**config.mk**
```make
export PLATFORM = sky130hd
export DESIGN_NAME = load_store_unit_flat
export DESIGN_NICKNAME = d
export VERILOG_FILES = /design/src/rtl/load_store_unit_if.sv /design/src/rtl/load_store_unit.sv /design/src/flat_wrapper.sv
export SDC_FILE = /design/constraint.sdc
export NUM_CORES = 1
export LEC_CHECK = 0
export ABC_AREA = 1
export CAP_MARGIN = 40
export CELL_PAD_IN_SITES_DETAIL_PLACEMENT = 1
export CELL_PAD_IN_SITES_GLOBAL_PLACEMENT = 1
export CORE_ASPECT_RATIO = 2
export CORE_MARGIN = 10
export CORE_UTILIZATION = 48
export CTS_BUF_LIST = sky130_fd_sc_hd__clkbuf_4
export CTS_CLUSTER_SIZE = 8
export DETAILED_ROUTE_END_ITERATION = 10
export DONT_BUFFER_PORTS = 1
export PLACE_DENSITY = 0.83
export SYNTH_ARGS = -nofsm -noshare
export SYNTH_HDL_FRONTEND = slang
export SYNTH_SLANG_ARGS = --single-unit
```
**constraint.sdc**
```tcl
create_clock -name clk -period 10.1 [get_ports clk]
set_input_delay 0.505 -clock clk [delete_from_list [all_inputs] [get_ports clk]]
set_output_delay 0.505 -clock clk [all_outputs]
set_load 0.005 [all_outputs]
```
**src/rtl/load_store_unit_if.sv**
```systemverilog
// rtl/load_store_unit_if.sv - request, response and data-memory bus bundle for load_store_unit
//
// Purpose : groups the execute-stage request, the pipeline response and the
//           data-memory req/ack bus into one interface.
// Modports: master - upstream pipeline plus memory model (drives requests, ack, rdata)
//           slave  - load_store_unit (drives stall, load result, dmem request)
interface load_store_unit_if;
    logic        req_valid;
    logic        req_ready;
    logic        mem_read;
    logic        mem_write;
    logic [2:0]  funct3;
    logic [31:0] alu_out;
    logic [31:0] store_data;
    logic        dmem_req;
    logic        dmem_we;
    logic [31:0] dmem_addr;
    logic [3:0]  dmem_be;
    logic [31:0] dmem_wdata;
    logic        dmem_ack;
    logic [31:0] dmem_rdata;
    logic        stall;
    logic [31:0] load_data;
    logic        load_valid;
    logic        misaligned;
    logic        timeout_err;

    modport master (
        output req_valid, mem_read, mem_write, funct3, alu_out, store_data,
               dmem_ack, dmem_rdata,
        input  req_ready, stall, load_data, load_valid, misaligned, timeout_err,
               dmem_req, dmem_we, dmem_addr, dmem_be, dmem_wdata
    );

    modport slave (
        input  req_valid, mem_read, mem_write, funct3, alu_out, store_data,
               dmem_ack, dmem_rdata,
        output req_ready, stall, load_data, load_valid, misaligned, timeout_err,
               dmem_req, dmem_we, dmem_addr, dmem_be, dmem_wdata
    );
endinterface

```
**src/rtl/load_store_unit.sv**
```systemverilog
// rtl/load_store_unit.sv - RISC-V memory-stage load/store unit with req/ack data bus
//
// Purpose : one data-memory access at a time; byte enables, store lane
//           replication, load sign/zero extension, misalign rejection and
//           an ack timeout of MAX_WAIT cycles.
// Ports   : clk  - rising-edge clock
//           rst  - asynchronous active-high reset
//           bus  - load_store_unit_if.slave (request, response, dmem bus)
module load_store_unit #(
    parameter int MAX_WAIT = 255
) (
    input  logic              clk,
    input  logic              rst,
    load_store_unit_if.slave  bus
);
    localparam int CW = $clog2(MAX_WAIT + 1);

    localparam logic [1:0] S_IDLE = 2'd0;
    localparam logic [1:0] S_WAIT = 2'd1;
    localparam logic [1:0] S_RESP = 2'd2;

    logic [1:0]    r_state;
    logic [CW-1:0] r_cnt;
    logic [31:0]   r_addr;
    logic [2:0]    r_funct3;
    logic          r_we;
    logic [3:0]    r_be;
    logic [31:0]   r_wdata;
    logic [31:0]   r_load_data;
    logic          r_load_valid;
    logic          r_misaligned;
    logic          r_timeout;

    logic          w_accept;
    logic          w_bad;
    logic [3:0]    w_be;
    logic [31:0]   w_wdata;
    logic [7:0]    w_byte;
    logic [15:0]   w_half;
    logic [31:0]   w_load_ext;

    assign w_accept = (r_state == S_IDLE) && bus.req_valid && (bus.mem_read || bus.mem_write);

    // Width codes 011/110/111 have no RISC-V load/store meaning and are rejected
    // through the same path as a misaligned address.
    always_comb begin
        w_bad = 1'b0;
        case (bus.funct3)
            3'b000, 3'b100: w_bad = 1'b0;
            3'b001, 3'b101: w_bad = bus.alu_out[0];
            3'b010:         w_bad = (bus.alu_out[1:0] != 2'b00);
            default:        w_bad = 1'b1;
        endcase
    end

    // Store lanes; a read carries no byte enables.
    always_comb begin
        w_be    = 4'b0000;
        w_wdata = 32'h0;
        if (bus.mem_write) begin
            case (bus.funct3[1:0])
                2'b00: begin
                    w_be    = 4'b0001 << bus.alu_out[1:0];
                    w_wdata = {4{bus.store_data[7:0]}};
                end
                2'b01: begin
                    w_be    = bus.alu_out[1] ? 4'b1100 : 4'b0011;
                    w_wdata = {2{bus.store_data[15:0]}};
                end
                default: begin
                    w_be    = 4'b1111;
                    w_wdata = bus.store_data;
                end
            endcase
        end
    end

    // Load lane select uses the latched byte offset of the in-flight access.
    always_comb begin
        w_byte = 8'h0;
        case (r_addr[1:0])
            2'b00: w_byte = bus.dmem_rdata[7:0];
            2'b01: w_byte = bus.dmem_rdata[15:8];
            2'b10: w_byte = bus.dmem_rdata[23:16];
            2'b11: w_byte = bus.dmem_rdata[31:24];
            default: w_byte = 8'h0;
        endcase
        w_half = r_addr[1] ? bus.dmem_rdata[31:16] : bus.dmem_rdata[15:0];
        case (r_funct3)
            3'b000:  w_load_ext = {{24{w_byte[7]}}, w_byte};
            3'b100:  w_load_ext = {24'h0, w_byte};
            3'b001:  w_load_ext = {{16{w_half[15]}}, w_half};
            3'b101:  w_load_ext = {16'h0, w_half};
            default: w_load_ext = bus.dmem_rdata;
        endcase
    end

    always_ff @(posedge clk or posedge rst) begin
        if (rst) begin
            r_state      <= S_IDLE;
            r_cnt        <= '0;
            r_addr       <= 32'h0;
            r_funct3     <= 3'b000;
            r_we         <= 1'b0;
            r_be         <= 4'b0000;
            r_wdata      <= 32'h0;
            r_load_data  <= 32'h0;
            r_load_valid <= 1'b0;
            r_misaligned <= 1'b0;
            r_timeout    <= 1'b0;
        end else begin
            // Response pulses live for exactly the RESP cycle.
            r_load_valid <= 1'b0;
            r_misaligned <= 1'b0;
            r_timeout    <= 1'b0;
            case (r_state)
                S_IDLE: begin
                    if (w_accept) begin
                        if (w_bad) begin
                            r_misaligned <= 1'b1;
                            r_state      <= S_RESP;
                        end else begin
                            r_addr   <= bus.alu_out;
                            r_funct3 <= bus.funct3;
                            r_we     <= bus.mem_write;
                            r_be     <= w_be;
                            r_wdata  <= w_wdata;
                            r_cnt    <= CW'(1);
                            r_state  <= S_WAIT;
                        end
                    end
                end
                S_WAIT: begin
                    // Ack on the final counted cycle still wins over the timeout.
                    if (bus.dmem_ack) begin
                        if (!r_we) begin
                            r_load_data  <= w_load_ext;
                            r_load_valid <= 1'b1;
                        end
                        r_cnt   <= '0;
                        r_state <= S_RESP;
                    end else if (r_cnt == CW'(MAX_WAIT)) begin
                        r_timeout <= 1'b1;
                        r_cnt     <= '0;
                        r_state   <= S_RESP;
                    end else begin
                        r_cnt <= r_cnt + CW'(1);
                    end
                end
                S_RESP:  r_state <= S_IDLE;
                default: r_state <= S_IDLE;
            endcase
        end
    end

    assign bus.req_ready   = (r_state == S_IDLE);
    assign bus.stall       = w_accept || (r_state == S_WAIT);
    assign bus.dmem_req    = (r_state == S_WAIT);
    assign bus.dmem_we     = r_we;
    assign bus.dmem_addr   = {r_addr[31:2], 2'b00};
    assign bus.dmem_be     = r_be;
    assign bus.dmem_wdata  = r_wdata;
    assign bus.load_data   = r_load_data;
    assign bus.load_valid  = r_load_valid;
    assign bus.misaligned  = r_misaligned;
    assign bus.timeout_err = r_timeout;
endmodule
```
**src/flat_wrapper.sv**
```systemverilog
// flat-port wrapper written by rule: the top's interface ports become plain ports
module load_store_unit_flat 
#(
    parameter int MAX_WAIT = 255
)
  (clk, rst, bus_req_valid, bus_mem_read, bus_mem_write, bus_funct3, bus_alu_out, bus_store_data, bus_dmem_ack, bus_dmem_rdata, bus_req_ready, bus_stall, bus_load_data, bus_load_valid, bus_misaligned, bus_timeout_err, bus_dmem_req, bus_dmem_we, bus_dmem_addr, bus_dmem_be, bus_dmem_wdata);
  load_store_unit_if bus_i ();
  input  logic clk;
  input  logic rst;
  input wire logic [$bits(bus_i.req_valid)-1:0] bus_req_valid;
  input wire logic [$bits(bus_i.mem_read)-1:0] bus_mem_read;
  input wire logic [$bits(bus_i.mem_write)-1:0] bus_mem_write;
  input wire logic [$bits(bus_i.funct3)-1:0] bus_funct3;
  input wire logic [$bits(bus_i.alu_out)-1:0] bus_alu_out;
  input wire logic [$bits(bus_i.store_data)-1:0] bus_store_data;
  input wire logic [$bits(bus_i.dmem_ack)-1:0] bus_dmem_ack;
  input wire logic [$bits(bus_i.dmem_rdata)-1:0] bus_dmem_rdata;
  output wire logic [$bits(bus_i.req_ready)-1:0] bus_req_ready;
  output wire logic [$bits(bus_i.stall)-1:0] bus_stall;
  output wire logic [$bits(bus_i.load_data)-1:0] bus_load_data;
  output wire logic [$bits(bus_i.load_valid)-1:0] bus_load_valid;
  output wire logic [$bits(bus_i.misaligned)-1:0] bus_misaligned;
  output wire logic [$bits(bus_i.timeout_err)-1:0] bus_timeout_err;
  output wire logic [$bits(bus_i.dmem_req)-1:0] bus_dmem_req;
  output wire logic [$bits(bus_i.dmem_we)-1:0] bus_dmem_we;
  output wire logic [$bits(bus_i.dmem_addr)-1:0] bus_dmem_addr;
  output wire logic [$bits(bus_i.dmem_be)-1:0] bus_dmem_be;
  output wire logic [$bits(bus_i.dmem_wdata)-1:0] bus_dmem_wdata;
  assign bus_i.req_valid = bus_req_valid;
  assign bus_i.mem_read = bus_mem_read;
  assign bus_i.mem_write = bus_mem_write;
  assign bus_i.funct3 = bus_funct3;
  assign bus_i.alu_out = bus_alu_out;
  assign bus_i.store_data = bus_store_data;
  assign bus_i.dmem_ack = bus_dmem_ack;
  assign bus_i.dmem_rdata = bus_dmem_rdata;
  assign bus_req_ready = bus_i.req_ready;
  assign bus_stall = bus_i.stall;
  assign bus_load_data = bus_i.load_data;
  assign bus_load_valid = bus_i.load_valid;
  assign bus_misaligned = bus_i.misaligned;
  assign bus_timeout_err = bus_i.timeout_err;
  assign bus_dmem_req = bus_i.dmem_req;
  assign bus_dmem_we = bus_i.dmem_we;
  assign bus_dmem_addr = bus_i.dmem_addr;
  assign bus_dmem_be = bus_i.dmem_be;
  assign bus_dmem_wdata = bus_i.dmem_wdata;
  load_store_unit #(.MAX_WAIT(MAX_WAIT)) u_core (.clk(clk), .rst(rst), .bus(bus_i));
endmodule
```
==> impl_metrics.py, run 1 <==
metrics = {
    "setup_path": {
        "start_kind": "input port",
        "cpLargestDelayFamily": "buffers and inverters",
        "path_max_fanout": 64,
        "timing.critical_path.to": "u_core.r_addr[9]",
        "rrSetupSlack_ps": 7560,
        "worstRegToRegCells": 8,
        "cp-startpoint": "bus_funct3[1]",
        "r2r_end": "u_core.r_addr[9]",
        "crit_type": "in -> reg",
        "slowest_delay_ps": 580,
        "cp-end-kind": "flop",
        "cp.required_ps": 10500,
        "crit_top_cell": "nand2_1",
        "worst-path-buf-inv": 3,
        "critPathSlowestCell": "buf_4",
        "r2r_start": "u_core.r_state[1]",
        "cp_cell_sequence": "inv_1 > nand3_1 > nand3_2 > buf_4 > clkinv_2 > nand2_1 > nand2_1",
        "worst-path-stages": 7,
        "worst-endpoint-arrival_ps": 3110,
    },
    "sta": {
        "setup_viol": 0,
        "hold_viol_final": 0,
        "fmax_ghz": 0.369,
        "fin_skew_ps": 25.2,
        "period_share_pct": 26.8,
        "drv_slew": 0,
        "rsz0062_at_grt": "no",
        "slew_headroom_pct": 45.4,
        "tns_ps": 0,
        "period_needed_ps": 2710,
        "tightest_slew_ps": 819,
    },
    "yosys": {
        "synth_top_area_share_pct": 48.4,
        "synth-edff-count": 0,
        "synth-async-reset-ratio_pct": 100,
        "synth_seq_area_share_pct": 48.4,
        "yosysWarnings": 0,
        "ys_seq_elements": 117,
        "synth_cell_types": 36,
        "synthTopCellsByArea": "dfrtp_1 48%, nand2_1 19%, buf_4 4.0%",
        "netlist_area_mm2": 0.00605,
        "yosys_most_used_dff": "dfrtp_1",
        "syn_area_per_cell_um2": 7.64,
        "synthCells": 791,
        "synth_top_area_cell": "dfrtp_1",
    },
    "clock_network": {
        "clk_latency_ps": 510,
        "cts_made_buffers": 17,
        "cts_tree": "built",
        "clock_path_buffers": 2,
        "path_clk_slew_ps": 120,
        "cts_resized": 0,
        "ctsHtreeMaxLevel": 4,
        "root_buffer": "clkbuf_4",
        "cts_sinks": 117,
    },
    "global_routing": {
        "antenna_found_initial": 1,
        "overflow": 0,
        "grt_max_degree": 67,
        "grt_pass1_vias": 5753,
        "grt_pass1_wl_um": 30400,
        "grt_usage_pct": 21.6,
    },
    "floorplan": {
        "dieArea_mm2": 0.0178,
        "initial_core_util_pct": 48.4,
        "die_h_um": 179,
        "io_pins": 212,
        "die_w_um": 99.4,
        "rows": 58,
        "core-area_mm2": 0.0125,
    },
    "routing": {
        "wl_per_cell_um": 21.0,
        "wirelength_um": 19200,
        "drc_errors": 0,
        "drt_iter0_markers": 157,
        "vias": 5058,
        "antenna_left": 0,
        "firstDrtPassIters": 4,
        "vias_per_cell": 5.53,
    },
    "placement": {
        "dpl_cell_area_mm2": 0.00581,
        "io_buffers": 0,
        "gp_congestion": 0.870,
        "dp_hpwl_um": 15000,
        "dp_cells": 880,
    },
    "layout": {
        "drive_gt1_share_pct": 9.04,
        "final_cell_mix": "310 x nand2_1, 117 x dfrtp_1, 56 x nor2_1",
        "nFillCells": 1567,
        "fin_nets": 856,
        "ff_latch_area_mm2": 0.00293,
        "fin_cells": 914,
        "multi_input_comb_area_mm2": 0.00247,
        "final_common_cell": "nand2_1",
        "fin_area_mm2": 0.00613,
        "synthToLayoutAreaGrowth_pct": 1.32,
    },
    "power": {
        "p_per_area_mw_per_mm2": 288,
        "leakage_nw": 3.24,
        "total_power_mw": 1.77,
        "peakVddDrop_v": 0.000136,
    },
    "hold_path": {
        "holdCritPathClass": "in -> reg",
    },
    "outcome": {
        "status": "finished clean",
    },
    "flow_run": {
        "drv_cap": 0,
    },
}
## cells in the mapped netlist, types with 2 or more instances
library cell / instances
a21oi_1: 38
buf_1: 2
buf_2: 16
buf_4: 32
buf_6: 10
clkbuf_1: 4
dfrtp_1: 117
inv_1: 47
inv_2: 4
nand2_1: 310
nand2_2: 12
nand3_1: 42
nand4_1: 5
nor2_1: 56
nor2_2: 5
nor2_4: 2
o211ai_1: 5
o21a_1: 3
o21ai_0: 25
o21ai_1: 12
o22ai_1: 2
or2_0: 3
or2_1: 20
or2_2: 7
## per-stage QoR
| stage | hold slack (ps) | util (%) | worst slack [ps] |
|---|---|---|---|
| after CTS | 12.9 | 49.1 | 7400 |
| after global routing | 0.295 | 49.1 | 7140 |
| after global placement | 490 | 46.4 | 7000 |
| after floorplan | 450 | - | 6490 |
| after detailed placement | 497 | 46.6 | 6840 |
| final | 56.0 | 49.1 | 7390 |
## power breakdown
group	internal (mW)	switching [mW]
clock network	0.181	0.187
registers	0.671	0.223
logic	0.178	0.327
## timing repair
item                                   4_1_cts  5_1_grt
hold buffers                                 1        0
setup buffers                                0        0
endpoints found under the hold margin       51        0
## registers in the layout (all words and copies together) (netlist names)
register / flops
u_core.bus.dmem_wdata: 32
u_core.bus.load_data: 32
u_core.r_addr: 32
u_core.r_cnt: 8
u_core.bus.dmem_be: 4
u_core.r_funct3: 3
u_core.r_state: 2
u_core.bus.dmem_we: 1
u_core.bus.load_valid: 1
u_core.bus.misaligned: 1
u_core.bus.timeout_err: 1
## cell type report
type,instances,area share (%)
diodes,1,0.0408
repair buffers,4,0.653
multi-input cells,558,40.2
clock inverters,12,2.51
well taps,150,3.06
clock buffers,20,2.45
flip-flops and latches,117,47.8
inverters,52,3.25
## how the worst min path moves through the flow
| stage | from | to | slack (ps) | depth (start not counted) |
|---|---|---|---|---|
| 2_1_floorplan | u_core.r_addr[21] | u_core.r_addr[21] | 450 | 2 |
| 3_3_place_gp | u_core.r_cnt[7] | u_core.r_cnt[7] | 490 | 2 |
| 3_5_place_dp | u_core.r_cnt[7] | u_core.r_cnt[7] | 500 | 2 |
| 4_1_cts | bus_dmem_ack | u_core.bus.timeout_err | 10 | 1 |
| 5_1_grt | bus_dmem_ack | u_core.bus.timeout_err | 0.3 | 1 |
| 6_report | bus_dmem_ack | u_core.bus.timeout_err | 60 | 1 |
## logic make-up after synthesis
kind of cell / share of synthesized area [%]
AND/OR/NAND/NOR: 32.5
XOR/XNOR: 0.145
AO/OA/AOI/OAI: 7.82
buffers and inverters: 10.9
adder cells (fa/ha/maj): 0.207
flip-flops: 48.4
other: 0.0620
## worst register-to-register path: stages (launching register included)
cell	delay, ps
dfrtp_1	440
nor2_4	80
inv_2	60
nor2_2	40
nand3_2	310
buf_4	590
clkinv_2	620
nand2_1	210
nand2_1	80
## layer usage
metal / GRT usage [%] / vias up / wire (um)
met5: 0 / - / 0
met4: 11.9 / 0 / 924
met3: 10.7 / 52 / 2120
met2: 39.6 / 202 / 10400
met1: 18.3 / 2449 / 5730
li1: - / 2355 / -
Note: power is estimated with default switching activity, not from simulation.
==> run 2, diff against run 1 <==
--- a/config.mk
+++ b/config.mk
@@ -11,12 +11,12 @@
 export CELL_PAD_IN_SITES_GLOBAL_PLACEMENT = 1
 export CORE_ASPECT_RATIO = 2
 export CORE_MARGIN = 10
-export CORE_UTILIZATION = 48
+export CORE_UTILIZATION = 42
 export CTS_BUF_LIST = sky130_fd_sc_hd__clkbuf_4
 export CTS_CLUSTER_SIZE = 8
 export DETAILED_ROUTE_END_ITERATION = 10
 export DONT_BUFFER_PORTS = 1
-export PLACE_DENSITY = 0.83
+export PLACE_DENSITY = 0.77
 export SYNTH_ARGS = -nofsm -noshare
 export SYNTH_HDL_FRONTEND = slang
 export SYNTH_SLANG_ARGS = --single-unit
==> constraint.sdc (replaced) <==
create_clock -name clk -period 2.3 [get_ports clk]
set_input_delay 0.115 -clock clk [delete_from_list [all_inputs] [get_ports clk]]
set_output_delay 0.115 -clock clk [all_outputs]
set_load 0.005 [all_outputs]
==> run 2 against run 1 <==
Effect of this change: sequential share of layout area fell by 8.7 points; first-iteration DRC count grew 46%; routed wire length increased by 27%; clock skew rose by 12 ps; highest routed layer unchanged; core utilization increased by 3.3 points; global-route usage grew 2.5 points.
==> impl_metrics.py, run 2 (same netlist as run 1, synthesis figures left out) <==
metrics = {
    "layout": {
        "synthToLayoutAreaGrowth_pct": 23.8,
        "drive_gt1_share_pct": 8.74,
        "fin_area_mm2": 0.00748,
        "final_common_cell": "nand2_1",
        "final_cell_mix": "308 x nand2_1, 121 x dlygate4sd3_1, 117 x dfrtp_1",
        "fin_cells": 1088,
        "fin_nets": 986,
    },
    "floorplan": {
        "initial_core_util_pct": 42.4,
        "die_h_um": 190,
        "core-area_mm2": 0.0143,
        "die_w_um": 105,
        "rows": 62,
        "dieArea_mm2": 0.0199,
        "io_pins": 212,
    },
    "clock_network": {
        "root_buffer": "clkbuf_4",
        "cts_tree": "built",
        "clock_path_buffers": 2,
        "ctsHtreeMaxLevel": 4,
        "cts_made_buffers": 17,
        "path_clk_slew_ps": 110,
        "cts_sinks": 117,
        "clk_latency_ps": 570,
    },
    "flow_run": {
        "drv_cap": 0,
    },
    "power": {
        "p_per_area_mw_per_mm2": 1100,
        "leakage_nw": 3.76,
        "peakVddDrop_v": 0.000551,
    },
    "sta": {
        "fin_skew_ps": 37.4,
        "period_share_pct": 99.1,
        "tightest_slew_ps": 841,
        "tns_ps": 0,
        "slew_headroom_pct": 43.8,
        "hold_viol_final": 0,
        "drv_slew": 0,
        "fin_hold_ws_ps": 62.0,
        "fmax_ghz": 0.439,
        "period_needed_ps": 2280,
        "setup_viol": 0,
    },
    "routing": {
        "drt_iter0_markers": 229,
        "wl_per_cell_um": 22.4,
        "vias_per_cell": 5.36,
        "wirelength_um": 24400,
        "drc_errors": 0,
        "vias": 5834,
        "firstDrtPassIters": 5,
        "antenna_left": 0,
    },
    "setup_path": {
        "path_max_fanout": 11,
        "cp-end-kind": "flop",
        "slowest_delay_ps": 910,
        "cp_cell_sequence": "dlygate4sd3_1 > clkinvlp_4 > buf_4 > buf_4 > or2_2 > nand3_1 > dlygate4sd3_1 > o21ai_1",
        "worst-endpoint-arrival_ps": 2710,
        "cp.required_ps": 2730,
        "start_kind": "input port",
        "critPathSlowestCell": "dlygate4sd3_1",
        "crit_type": "in -> reg",
    },
    "global_routing": {
        "grt_usage_pct": 24.1,
        "overflow": 0,
        "grt_pass1_vias": 6647,
        "grt_pass1_wl_um": 37700,
        "antenna_found_initial": 4,
        "grt_max_degree": 42,
    },
    "outcome": {
        "status": "finished clean",
    },
    "placement": {
        "io_buffers": 0,
        "dp_cells": 930,
        "gp_congestion": 0.918,
        "dp_hpwl_um": 15400,
        "dpl_cell_area_mm2": 0.00595,
    },
    "hold_path": {
        "holdCritPathClass": "in -> reg",
    },
}
[run 2: final cells by class]
cell class | instances | area [um^2]
multi-input cells | 558 | 2480
clock inverters | 13 | 140
flip-flops and latches | 117 | 2930
well taps | 192 | 240
inverters | 52 | 209
repair buffers | 134 | 1350
diodes | 4 | 10.0
clock buffers | 18 | 135
fillers | 1774 | 6790
[run 2: through the flow]
| stage | total power [mW] | setup slack [ps] | utilization, % |
|---|---|---|---|
| global route | 8.81 | -31.2 | 52.4 |
| detailed placement | 6.28 | 349 | 41.7 |
| floorplan | 5.75 | 758 | - |
| finish | 8.27 | 20.3 | 52.4 |
| CTS | 8.10 | 34.3 | 52.1 |
| global placement | 6.08 | 479 | 41.7 |
[run 2: report_power, final]
group | total, mW | switching (mW) | internal (mW)
Combinational | 2.77 | 1.77 | 1.00
Clock | 1.57 | 0.831 | 0.736
Sequential | 3.93 | 0.980 | 2.95
[run 2: routing by layer]
layer  track usage, %  vias to the layer above  wire (um)
li1                 -                     2621          -
met1             22.4                     2884       7970
met2             44.6                      253      13400
met3             7.93                       76       1740
met4             13.9                        0       1310
met5                0                        -          0
[run 2: worst max-delay path: cells and delay by family]
family | cells | cell delay, ps
buf+inv | 5 | 2170
compound gates | 1 | 60
simple gates | 2 | 360
[run 2: what timing repair did]
item,CTS,global route
hold buffers,121,0
gates resized for setup,0,7
endpoints found under the hold margin,233,0
setup buffers,0,2
endpoints found under the setup margin,0,15
[run 2: path summary, 6_finish.rpt]
kind / endpoint / slack, ps / from / cells past startpoint
hold / removal: u_core.r_state[1] / 60 / bus_mem_read / 4
min in group asynchronous: u_core.bus.misaligned / 130 / rst / 2
setup / recovery: u_core.bus.dmem_wdata[30] / 20 / bus_funct3[1] / 8
max in group asynchronous: u_core.bus.dmem_wdata[23] / 1520 / rst / 3
hold reg to reg: u_core.r_cnt[7] / 520 / u_core.r_cnt[7] / 2
setup reg to reg: u_core.bus.load_data[4] / 110 / u_core.r_funct3[1] / 7
==> run 3, diff against run 2 <==
--- a/config.mk
+++ b/config.mk
@@ -6,17 +6,17 @@
 export NUM_CORES = 1
 export LEC_CHECK = 0
 export ABC_AREA = 1
-export CAP_MARGIN = 40
+export CAP_MARGIN = 20
 export CELL_PAD_IN_SITES_DETAIL_PLACEMENT = 1
 export CELL_PAD_IN_SITES_GLOBAL_PLACEMENT = 1
 export CORE_ASPECT_RATIO = 2
 export CORE_MARGIN = 10
-export CORE_UTILIZATION = 42
+export CORE_UTILIZATION = 25
 export CTS_BUF_LIST = sky130_fd_sc_hd__clkbuf_4
 export CTS_CLUSTER_SIZE = 8
 export DETAILED_ROUTE_END_ITERATION = 10
 export DONT_BUFFER_PORTS = 1
-export PLACE_DENSITY = 0.77
+export PLACE_DENSITY = 0.5
 export SYNTH_ARGS = -nofsm -noshare
 export SYNTH_HDL_FRONTEND = slang
 export SYNTH_SLANG_ARGS = --single-unit
==> run 3 against run 2 <==
Effect of this change: design area increased by 1.0%; critical path type unchanged; largest power group unchanged; combinational power down 5%; register-to-register slack better by 70 ps.
==> impl_metrics.py, run 3 (same netlist as run 1, synthesis figures left out) <==
metrics = {
    "global_routing": {
        "grt_pass1_wl_um": 36800,
        "grt_usage_pct": 15.8,
        "grt_pass1_vias": 6250,
        "grt_max_degree": 79,
        "overflow": 0,
        "antenna_found_initial": 4,
    },
    "sta": {
        "tns_ps": 0,
        "rsz0062_at_grt": "no",
        "fmax_ghz": 0.450,
        "hold_viol_final": 0,
        "drv_slew": 0,
        "setup_viol": 0,
        "slew_headroom_pct": 41.3,
        "tightest_slew_ps": 878,
        "period_share_pct": 96.6,
        "fin_skew_ps": 22.2,
        "period_needed_ps": 2220,
    },
    "power": {
        "p_switching_mw": 3.39,
        "swShare_pct": 42.4,
        "leakage_nw": 3.74,
        "pwr-share-comb_pct": 32.8,
        "peakVddDrop_v": 0.000429,
        "clock_power_share_pct": 18.1,
        "total_power_mw": 7.99,
        "pwr-share-seq_pct": 49.1,
        "power.internal_mw": 4.60,
        "p_per_area_mw_per_mm2": 1060,
    },
    "layout": {
        "ff_latch_area_mm2": 0.00293,
        "nFillCells": 2882,
        "final_common_cell": "nand2_1",
        "drive_gt1_share_pct": 8.18,
        "multi_input_comb_area_mm2": 0.00247,
        "synthToLayoutAreaGrowth_pct": 25.0,
        "final_cell_mix": "310 x nand2_1, 122 x dlygate4sd3_1, 116 x dfrtp_1",
        "fin_cells": 1184,
        "fin_area_mm2": 0.00756,
        "fin_nets": 985,
    },
    "clock_network": {
        "cts_made_buffers": 17,
        "root_buffer": "clkbuf_4",
        "path_clk_slew_ps": 100,
        "ctsHtreeMaxLevel": 4,
        "cts_tree": "built",
        "cts_sinks": 117,
        "clk_latency_ps": 570,
        "clock_path_buffers": 2,
        "post_cts_buffers": 0,
    },
    "hold_path": {
        "holdCritPathClass": "in -> reg",
        "hold_start": "bus_funct3[0]",
        "hold_depth": 5,
        "holdPathEnd": "u_core.bus.dmem_wdata[31]",
    },
    "routing": {
        "drc_errors": 0,
        "antenna_left": 0,
        "vias": 5492,
        "drt_iter0_markers": 180,
        "wirelength_um": 24100,
        "vias_per_cell": 4.64,
        "wl_per_cell_um": 20.4,
        "firstDrtPassIters": 4,
    },
    "placement": {
        "dp_hpwl_um": 17700,
        "io_buffers": 0,
        "gp_congestion": 0.828,
        "dpl_cell_area_mm2": 0.00606,
        "dp_cells": 1025,
    },
    "setup_path": {
        "start_kind": "input port",
        "crit_type": "in -> reg",
        "cp-end-kind": "flop",
        "rrSetupSlack_ps": 180,
        "r2r_end": "u_core.bus.load_data[12]",
        "cp_cell_sequence": "dlygate4sd3_1 > inv_1 > buf_4 > nand2_1 > o21ai_0 > nor2_1 > dlygate4sd3_1 > nand2_1 > nand2_1",
        "r2r_start": "u_core.r_addr[0]",
        "critPathSlowestCell": "dlygate4sd3_1",
        "crit_top_cell": "nand2_1",
        "slowest_delay_ps": 770,
        "worstRegToRegCells": 10,
        "cp.required_ps": 2760,
        "path_max_fanout": 25,
        "worst-endpoint-arrival_ps": 2690,
    },
    "floorplan": {
        "die_h_um": 240,
        "rows": 80,
        "core-area_mm2": 0.0238,
        "io_pins": 212,
        "initial_core_util_pct": 25.4,
        "die_w_um": 130,
        "dieArea_mm2": 0.0312,
    },
    "flow_run": {
        "drv_cap": 0,
    },
    "outcome": {
        "status": "finished clean",
    },
}
-- run 3: worst max-delay path by stage --
stage,start,to,slack (ps),cells past startpoint
finish,bus_funct3[1],u_core.bus.dmem_wdata[28],80,9
global route,bus_funct3[1],u_core.bus.dmem_wdata[28],2,9
CTS,u_core.r_state[1],u_core.bus.load_data[8],40,10
detailed placement,u_core.r_state[1],u_core.bus.dmem_wdata[12],460,8
global placement,u_core.r_state[1],u_core.r_cnt[7],500,4
floorplan,rst,u_core.bus.dmem_be[0],760,1
-- run 3: critical path, delay by kind of cell --
kind / cells / cell delay, ps
AND/OR/NAND/NOR: 4 / 450
buffers and inverters: 4 / 1780
AO/OA/AOI/OAI: 1 / 330
-- run 3: cell type report --
cell class / instances / share of cell area, %
well taps: 287 / 4.75
multi-input cells: 558 / 32.7
clock buffers: 18 / 1.79
inverters: 52 / 2.73
diodes: 5 / 0.165
flip-flops and latches: 117 / 38.7
clock inverters: 14 / 1.56
repair buffers: 133 / 17.6
-- run 3: per-layer routing --
layer	vias to the layer above	track usage (%)	share of wire [%]
li1	2620	-	-
met4	0	8.77	4.3
met5	-	0	0
met1	2651	14.3	33
met3	40	6.42	7.7
met2	181	28.6	55
-- run 3: per-stage QoR --
step	hold slack (ps)	worst slack, ps	utilization [%]
2_1_floorplan	188	758	-
3_3_place_gp	18.9	500	25.4
3_5_place_dp	35.1	460	25.4
4_1_cts	22.7	36.2	31.6
5_1_grt	70.6	2.08	31.7
6_report	101	79.0	31.7
-- run 3: power groups by stage --
| stage | Clock (mW) | Combinational, mW | Sequential (mW) |
|---|---|---|---|
| after floorplan | 0 | 2.27 | 3.48 |
| after global placement | 0 | 2.23 | 4.01 |
| after detailed placement | 0 | 2.36 | 4.01 |
| after CTS | 1.55 | 2.64 | 3.98 |
| after global routing | 1.64 | 3.00 | 4.06 |
| final | 1.45 | 2.62 | 3.92 |
-- run 3: what timing repair did --
action,CTS,global route
hold buffers,122,0
gates resized for setup,0,9
endpoints found under the hold margin,233,0
endpoints found under the setup margin,0,57
